File: src/rtl/bus_defs.sv
// Shared CPU data-bus definitions: bus commands, device
// addresses and the interval-timer register layout.
package bus_defs;

  localparam logic [1:0] MNONE  = 2'b00;
  localparam logic [1:0] MREAD  = 2'b01;
  localparam logic [1:0] MWRITE = 2'b10;

  localparam logic [8:0] LEDADDR    = 9'h100;
  localparam logic [8:0] SWADDR     = 9'h140;
  localparam logic [8:0] TIMER_BASE = 9'h180;

  typedef enum logic [1:0] {
    REG_CTRL   = 2'd0,
    REG_COUNT  = 2'd1,
    REG_RELOAD = 2'd2,
    REG_STATUS = 2'd3
  } tmr_reg_e;

  typedef struct packed {
    logic ie;
    logic auto_rl;
    logic en;
  } tmr_ctrl_t;

  function automatic logic [15:0] ctrl_word(
    input tmr_ctrl_t c
  );
    return {13'd0, c};
  endfunction

endpackage

File: src/rtl/io_prescaler.sv
// Timer prescaler: divides clk by PRESCALE while enabled.
// Ports: clk_i, rst_i, clear_i (restart), en_i, tick_o (1-cycle pulse).
module io_prescaler #(
  parameter int unsigned PRESCALE = 50000
) (
  input  logic clk_i,
  input  logic rst_i,
  input  logic clear_i,
  input  logic en_i,
  output logic tick_o
);

  localparam int unsigned W = $clog2(PRESCALE);
  localparam logic [W-1:0] LAST = W'(PRESCALE - 1);

  logic [W-1:0] cnt_q;
  logic [W-1:0] cnt_d;

  assign tick_o = en_i && (cnt_q == LAST);

  // Clear has priority; a disabled prescaler parks at 0.
  always_comb begin
    cnt_d = cnt_q + 1'b1;
    if (clear_i || !en_i) begin
      cnt_d = '0;
    end else if (tick_o) begin
      cnt_d = '0;
    end
  end

  always_ff @(posedge clk_i or posedge rst_i) begin
    if (rst_i) begin
      cnt_q <= '0;
    end else begin
      cnt_q <= cnt_d;
    end
  end

endmodule

File: src/rtl/io_timer.sv
// Memory-mapped down-counting interval timer with sticky expiry flag.
// Ports: clk, reset, mem_cmd/mem_addr/write_data in; rd_data, rd_en, irq out.
module io_timer
  import bus_defs::*;
#(
  parameter int unsigned PRESCALE = 50000,
  parameter logic [8:0]  BASE     = TIMER_BASE
) (
  input  logic        clk,
  input  logic        reset,
  input  logic [1:0]  mem_cmd,
  input  logic [8:0]  mem_addr,
  input  logic [15:0] write_data,
  output logic [15:0] rd_data,
  output logic        rd_en,
  output logic        irq
);

  logic [8:0] off;
  logic       in_win;
  tmr_reg_e   sel;
  logic       wr;
  logic       wr_ctrl;
  logic       wr_count;
  logic       wr_reload;
  logic       wr_status;

  tmr_ctrl_t   ctrl_q;
  tmr_ctrl_t   ctrl_d;
  logic [15:0] count_q;
  logic [15:0] count_d;
  logic [15:0] reload_q;
  logic [15:0] reload_d;
  logic        exp_q;
  logic        exp_d;

  logic tick;
  logic expire;

  // Window match via offset: the upper bits must be zero.
  assign off    = mem_addr - BASE;
  assign in_win = (off[8:2] == 7'd0);
  assign sel    = tmr_reg_e'(off[1:0]);

  assign wr    = (mem_cmd == MWRITE) && in_win;
  assign rd_en = (mem_cmd == MREAD) && in_win;

  assign wr_ctrl   = wr && (sel == REG_CTRL);
  assign wr_count  = wr && (sel == REG_COUNT);
  assign wr_reload = wr && (sel == REG_RELOAD);
  assign wr_status = wr && (sel == REG_STATUS);

  io_prescaler #(
    .PRESCALE (PRESCALE)
  ) u_presc (
    .clk_i   (clk),
    .rst_i   (reset),
    .clear_i (wr_ctrl),
    .en_i    (ctrl_q.en),
    .tick_o  (tick)
  );

  // COUNT of 0 or 1 both expire, so COUNT never wraps.
  assign expire = tick && (count_q <= 16'd1);

  always_comb begin
    count_d  = count_q;
    ctrl_d   = ctrl_q;
    reload_d = reload_q;
    exp_d    = exp_q;

    if (wr_count) begin
      count_d = write_data;
    end else if (tick) begin
      if (count_q > 16'd1) begin
        count_d = count_q - 16'd1;
      end else if (ctrl_q.auto_rl) begin
        count_d = reload_q;
      end else begin
        count_d = 16'd0;
      end
    end

    if (wr_ctrl) begin
      ctrl_d = tmr_ctrl_t'(write_data[2:0]);
    end else if (expire && !ctrl_q.auto_rl) begin
      ctrl_d.en = 1'b0;
    end

    if (wr_reload) begin
      reload_d = write_data;
    end

    // Setting beats clearing when both land together.
    if (expire) begin
      exp_d = 1'b1;
    end else if (wr_status && write_data[0]) begin
      exp_d = 1'b0;
    end
  end

  always_ff @(posedge clk or posedge reset) begin
    if (reset) begin
      ctrl_q   <= '0;
      count_q  <= '0;
      reload_q <= '0;
      exp_q    <= 1'b0;
    end else begin
      ctrl_q   <= ctrl_d;
      count_q  <= count_d;
      reload_q <= reload_d;
      exp_q    <= exp_d;
    end
  end

  always_comb begin
    rd_data = 16'h0000;
    if (rd_en) begin
      unique case (sel)
        REG_CTRL:   rd_data = ctrl_word(ctrl_q);
        REG_COUNT:  rd_data = count_q;
        REG_RELOAD: rd_data = reload_q;
        REG_STATUS: rd_data = {15'd0, exp_q};
      endcase
    end
  end

  assign irq = exp_q & ctrl_q.ie;

endmodule

File: config.mk
export PLATFORM = sky130hd
export DESIGN_NAME = io_timer
export DESIGN_NICKNAME = d
export VERILOG_FILES = /design/src/rtl/bus_defs.sv /design/src/rtl/io_prescaler.sv /design/src/rtl/io_timer.sv
export SDC_FILE = /design/constraint.sdc
export NUM_CORES = 1
export LEC_CHECK = 0
export ABC_AREA = 1
export BUFFER_PORTS_ARGS = -buffer_cell sky130_fd_sc_hd__buf_2
export CAP_MARGIN = 15
export CORE_MARGIN = 2
export CORE_UTILIZATION = 29
export DETAILED_ROUTE_END_ITERATION = 6
export GPL_ROUTABILITY_DRIVEN = 0
export PLACE_DENSITY_LB_ADDON = 0.25
export SLEW_MARGIN = 20
export SYNTH_ARGS = -nofsm -noshare
export SYNTH_HDL_FRONTEND = slang
export SYNTH_SLANG_ARGS = --single-unit
File: constraint.sdc
create_clock -name clk -period 3.2 [get_ports clk]
set_input_delay 0.32 -clock clk [delete_from_list [all_inputs] [get_ports clk]]
set_output_delay 0.32 -clock clk [all_outputs]
set_load 0.05 [all_outputs]
# Word level (Yosys, flattened, before mapping)

Index checks and enable logic that the tools add are counted.

Output and inout bits: 18
Logic and storage cells: 49
Input port bits: 29
Register bits: 52

$lt $le $gt $ge: 2
Eq/ne operators: 6
Bitwise operators: 1
Multiplexer cells: 12
$add $sub $neg: 3
Reduce and logical (&&, ||, !) cells: 18

Operators with widths:

| kind                  | count |
|---|---|
| $mux 16               | 7 |
| $pmux 16 s4           | 1 |
| $add 16x1->16 const B | 1 |
| $eq 16x16->1 const B  | 1 |
| $gt 16x1->1 const B   | 1 |
| $le 16x1->1 const B   | 1 |
| $sub 16x1->16 const B | 1 |
| $logic_and 1x1->1     | 10 |
| $sub 9x9->9 const B   | 1 |
| $logic_not 7->1       | 1 |
| $eq 2x2->1 const B    | 3 |
| $reduce_bool 2->1     | 3 |
| $eq 2x1->1 const B    | 2 |
| $mux 1                | 4 |
| $logic_not 1->1       | 2 |
| $logic_not 2->1       | 1 |
| $and 1x1->1           | 1 |
| $logic_or 1x1->1      | 1 |

# Depth between registers and ports, before layout

Depth in word-level cells: 7
Gate-level depth with buffers: 11
Depth with buffers taken out: 11

# Hierarchy

A second synthesis with hierarchy kept.

Cell total of the unflattened synthesis: 557
Area total of the unflattened synthesis: 3773.6 µm²

Modules (own cells, without submodules):

| module       | times used | cells an instance | area each (µm²) | sequential area each (µm²) |
|---|---|---|---|---|
| io_timer     | 1          | 434               | 2862.7          | 900.9 |
| io_prescaler | 1          | 123               | 910.9           | 400.4 |

# Worst setup path after synthesis

OpenSTA, ideal clock, no wires.

Path type: input -> output
From: in mem_addr[6]
To: out rd_data[0]
Buffers on the path: 0
Required time: 2.880 ns
Stages on the path: 6
Data arrival time: 2.024 ns
Setup slack: 0.856 ns
Cells stage by stage: nand3b_1 > nor2_4 > nand3_1 > inv_1 > o21ai_0 > nor2_1

Longest elaborated chain between the ends: 4

RTL lines:

| element           | RTL line        | RTL |
|---|---|---|
| from (decl)       | io_timer.sv:12  | `input logic [8:0] mem_addr,` |
| $sub 9x9->9       | io_timer.sv:41  | `assign off = mem_addr - BASE;` |
| $logic_not 7->1   | io_timer.sv:42  | `assign in_win = (off[8:2] == 7'd0);` |
| $logic_and 1x1->1 | io_timer.sv:46  | `assign rd_en = (mem_cmd == MREAD) && in_win;` |
| named net rd_en   | io_timer.sv:15  | `output logic rd_en,` |
| $mux 16           | io_timer.sv:118 | `if (rd_en) begin` |
| to (decl)         | io_timer.sv:14  | `output logic [15:0] rd_data,` |

The timed path passes the listed nets, and every way through them passes these cells.

# Worst setup path after layout

From: in mem_addr[5]
To: out rd_data[1]

Longest elaborated chain between the ends: 4

RTL lines:

| element           | RTL line |
|---|---|
| $sub 9x9->9       | io_timer.sv:41 |
| $logic_not 7->1   | io_timer.sv:42 |
| $logic_and 1x1->1 | io_timer.sv:46 |
| $mux 16           | io_timer.sv:118 |

No other way between the ends.

==> impl_metrics.json <==
{
  "outcome": "finished, final reports clean",
  "leakage_nw": 2.113,
  "cts_hold_buf": 0,
  "setup_viol": 0,
  "hold_viol_final": 0,
  "cts_resized": 0,
  "setup_tns_ns": 0,
  "post-route-cell-area_mm2": 0.004195,
  "cts_max_path_buffers": 2,
  "cts_tree": "yes",
  "vias_per_cell": 4.638,
  "m1WireLength_um": 5361,
  "cts-root-buf": "clkbuf_16",
  "nNetsFinal": 622,
  "die-area_mm2": 0.01363,
  "yosysSeqAreaShare": 0.3530,
  "timing.fmax_mhz": 418.7,
  "antenna_found_initial": 0,
  "crit_path_start_kind": "input port",
  "grt_pass1_vias": 3483,
  "dpl_cell_area_mm2": 0.004031,
  "vdd_drop_max_mv": 0.2166,
  "drc": 0,
  "rsz0062_at_grt": "no",
  "fin_cells": 763,
  "hp-class": "in2async",
  "ios": 47,
  "power_mw": 1.494,
  "postCtsSetupBuffers": 0,
  "slew_violations": 0,
  "layout-drive-gt1-share": 0.1641,
  "synth_nets": 583,
  "ys.flop_type": "dfrtp_1",
  "fillerInstances": 1418,
  "drtIter0Drc": 251,
  "core_area_mm2": 0.01252,
  "dr_wl_met3_um": 662,
  "async_reset_ff_frac": 1.000,
  "port_buffers": 46,
  "h-tree-depth": 2,
  "final_common_cell": "nand2_1",
  "avgSynthCellArea_um2": 6.690,
  "dr.pass1.iters": 5,
  "yosysTopAreaCell": "dfrtp_1",
  "drv_cap": 0,
  "synthTopCellsByArea": "dfrtp_1, nand2_1, nand3_1, inv_1, nor2_1",
  "max_slew_margin": 0.4657,
  "syn2layout_area_growth_pct": 13.82,
  "synth_top_area_frac": 0.3530,
  "num_vias": 3539,
  "die_h_um": 116.7,
  "required_ns": 2.88,
  "dp.cells": 755,
  "rows": 41,
  "clkLatencyLatePin_ns": 0.29,
  "die_x_um": 116.7,
  "period_share": 0.7464,
  "grt_start_max_net_pins": 30,
  "diodes": 0,
  "clock_sinks": 52,
  "ys_types": 35,
  "dpl.hpwl_um": 7528,
  "critPathKind": "in2out",
  "grt_overflow_total": 0,
  "synth_warnings": 0,
  "cp-end-kind": "output port",
  "synth_edf_count": 0,
  "synth_area_mm2": 0.003686,
  "clk_pin_slew_ns": 0.07,
  "netlist_instances": 551,
  "ant_nets": 0,
  "wl_per_cell_um": 13.77,
  "final_cell_mix": "nand2_1, nand3_1, dfrtp_1",
  "start_util": 0.2945,
  "groute.usage.overall": 0.1642,
  "powerDensity_mw_per_mm2": 356.0,
  "maxUsedRoutingLayer": "met4",
  "grt_pass1_wl_um": 17800,
  "cts_buffers": 5,
  "fin_skew_ns": 0.003931,
  "ys_ff_latch": 52,
  "crit_fanout": 16,
  "max_slew.worst_pin.slew_ns": 0.7992,
  "wl_met2_um": 4400,
  "cp.arrival_ns": 2.07,
  "drt_wl_total_um": 10510,
  "min_period_ns": 2.388
}
routing by layer:
layer	vias up	track usage
met2	102	0.2435
li1	1813	-
met4	0	0.03294
met1	1619	0.2510
met5	-	0
met3	5	0.02750
area by class of cell:
class / count / area [um^2] / share of cell area
multi-input combinational: 423 / 2046 / 0.4876
clock buffer: 6 / 128.9 / 0.03072
inverter: 61 / 231.5 / 0.05517
tap: 172 / 215.2 / 0.05130
timing repair buffer: 47 / 237.7 / 0.05667
sequential: 52 / 1301 / 0.3102
clock inverter: 2 / 35.03 / 0.008351
metrics by stage:
| step | worst slack (ns) | hold WS (ns) | util |
|---|---|---|---|
| 6_report | 0.8116 | 0.05100 | 0.3352 |
| 5_1_grt | 0.6627 | 0.1006 | 0.3352 |
| 4_1_cts | 0.7897 | 0.06876 | 0.3352 |
| 3_5_place_dp | 0.8002 | 0.3829 | 0.3221 |
| 3_3_place_gp | 0.8397 | 0.3794 | 0.3221 |
| 2_1_floorplan | 0.8559 | 0.4296 | - |
critical path: stages:
cell and delay, ns:
buf_2 0.09, nor2_1 0.09, nand2_1 0.09, nor2_4 0.18
nand3_1 0.58, a31oi_1 0.39, buf_2 0.32
flip-flops by register name, indices dropped and copies added, names as in the netlist:
register       flops
ctrl_q             3
count_q           16
reload_q          16
exp_q              1
u_presc.cnt_q     16
cells by family after synthesis:
logic type,Yosys count,share of synthesized area
fa+ha+maj,3,0.01018
compound gates,45,0.06314
xor+xnor,11,0.02614
flops,52,0.3530
buf+inv,76,0.09199
simple gates,364,0.4555
synthesized netlist by cell type (5+ instances only):
cell type and number:
a21oi_1 15, buf_2 5, dfrtp_1 52, inv_1 50, inv_2 8, nand2_1 204
nand2_2 6, nand3_1 67, nor2_1 47, nor2_2 6, nor2_4 10, nor3_1 6
o21ai_0 21, o21ai_1 5, xor2_1 10
power breakdown:
group | switching [mW] | internal [mW]
clock network | 0.240 | 0.368
logic | 0.143 | 0.0669
registers | 0.0117 | 0.664
total | 0.394 | 1.10
path summary, 6_finish.rpt:
kind	startpoint	to	slack (ns)	cells past startpoint
setup reg to reg	count_q[0]	count_q[11]	1.32	9
min in group clk	write_data[13]	reload_q[13]	0.25	3
hold reg to reg	u_presc.cnt_q[0]	u_presc.cnt_q[0]	0.47	1
hold / removal	reset	u_presc.cnt_q[6]	0.05	2
setup / recovery	mem_addr[5]	rd_data[1]	0.81	7
max in group asynchronous	reset	reload_q[10]	2.36	3
(Power assumes the default switching activity.)
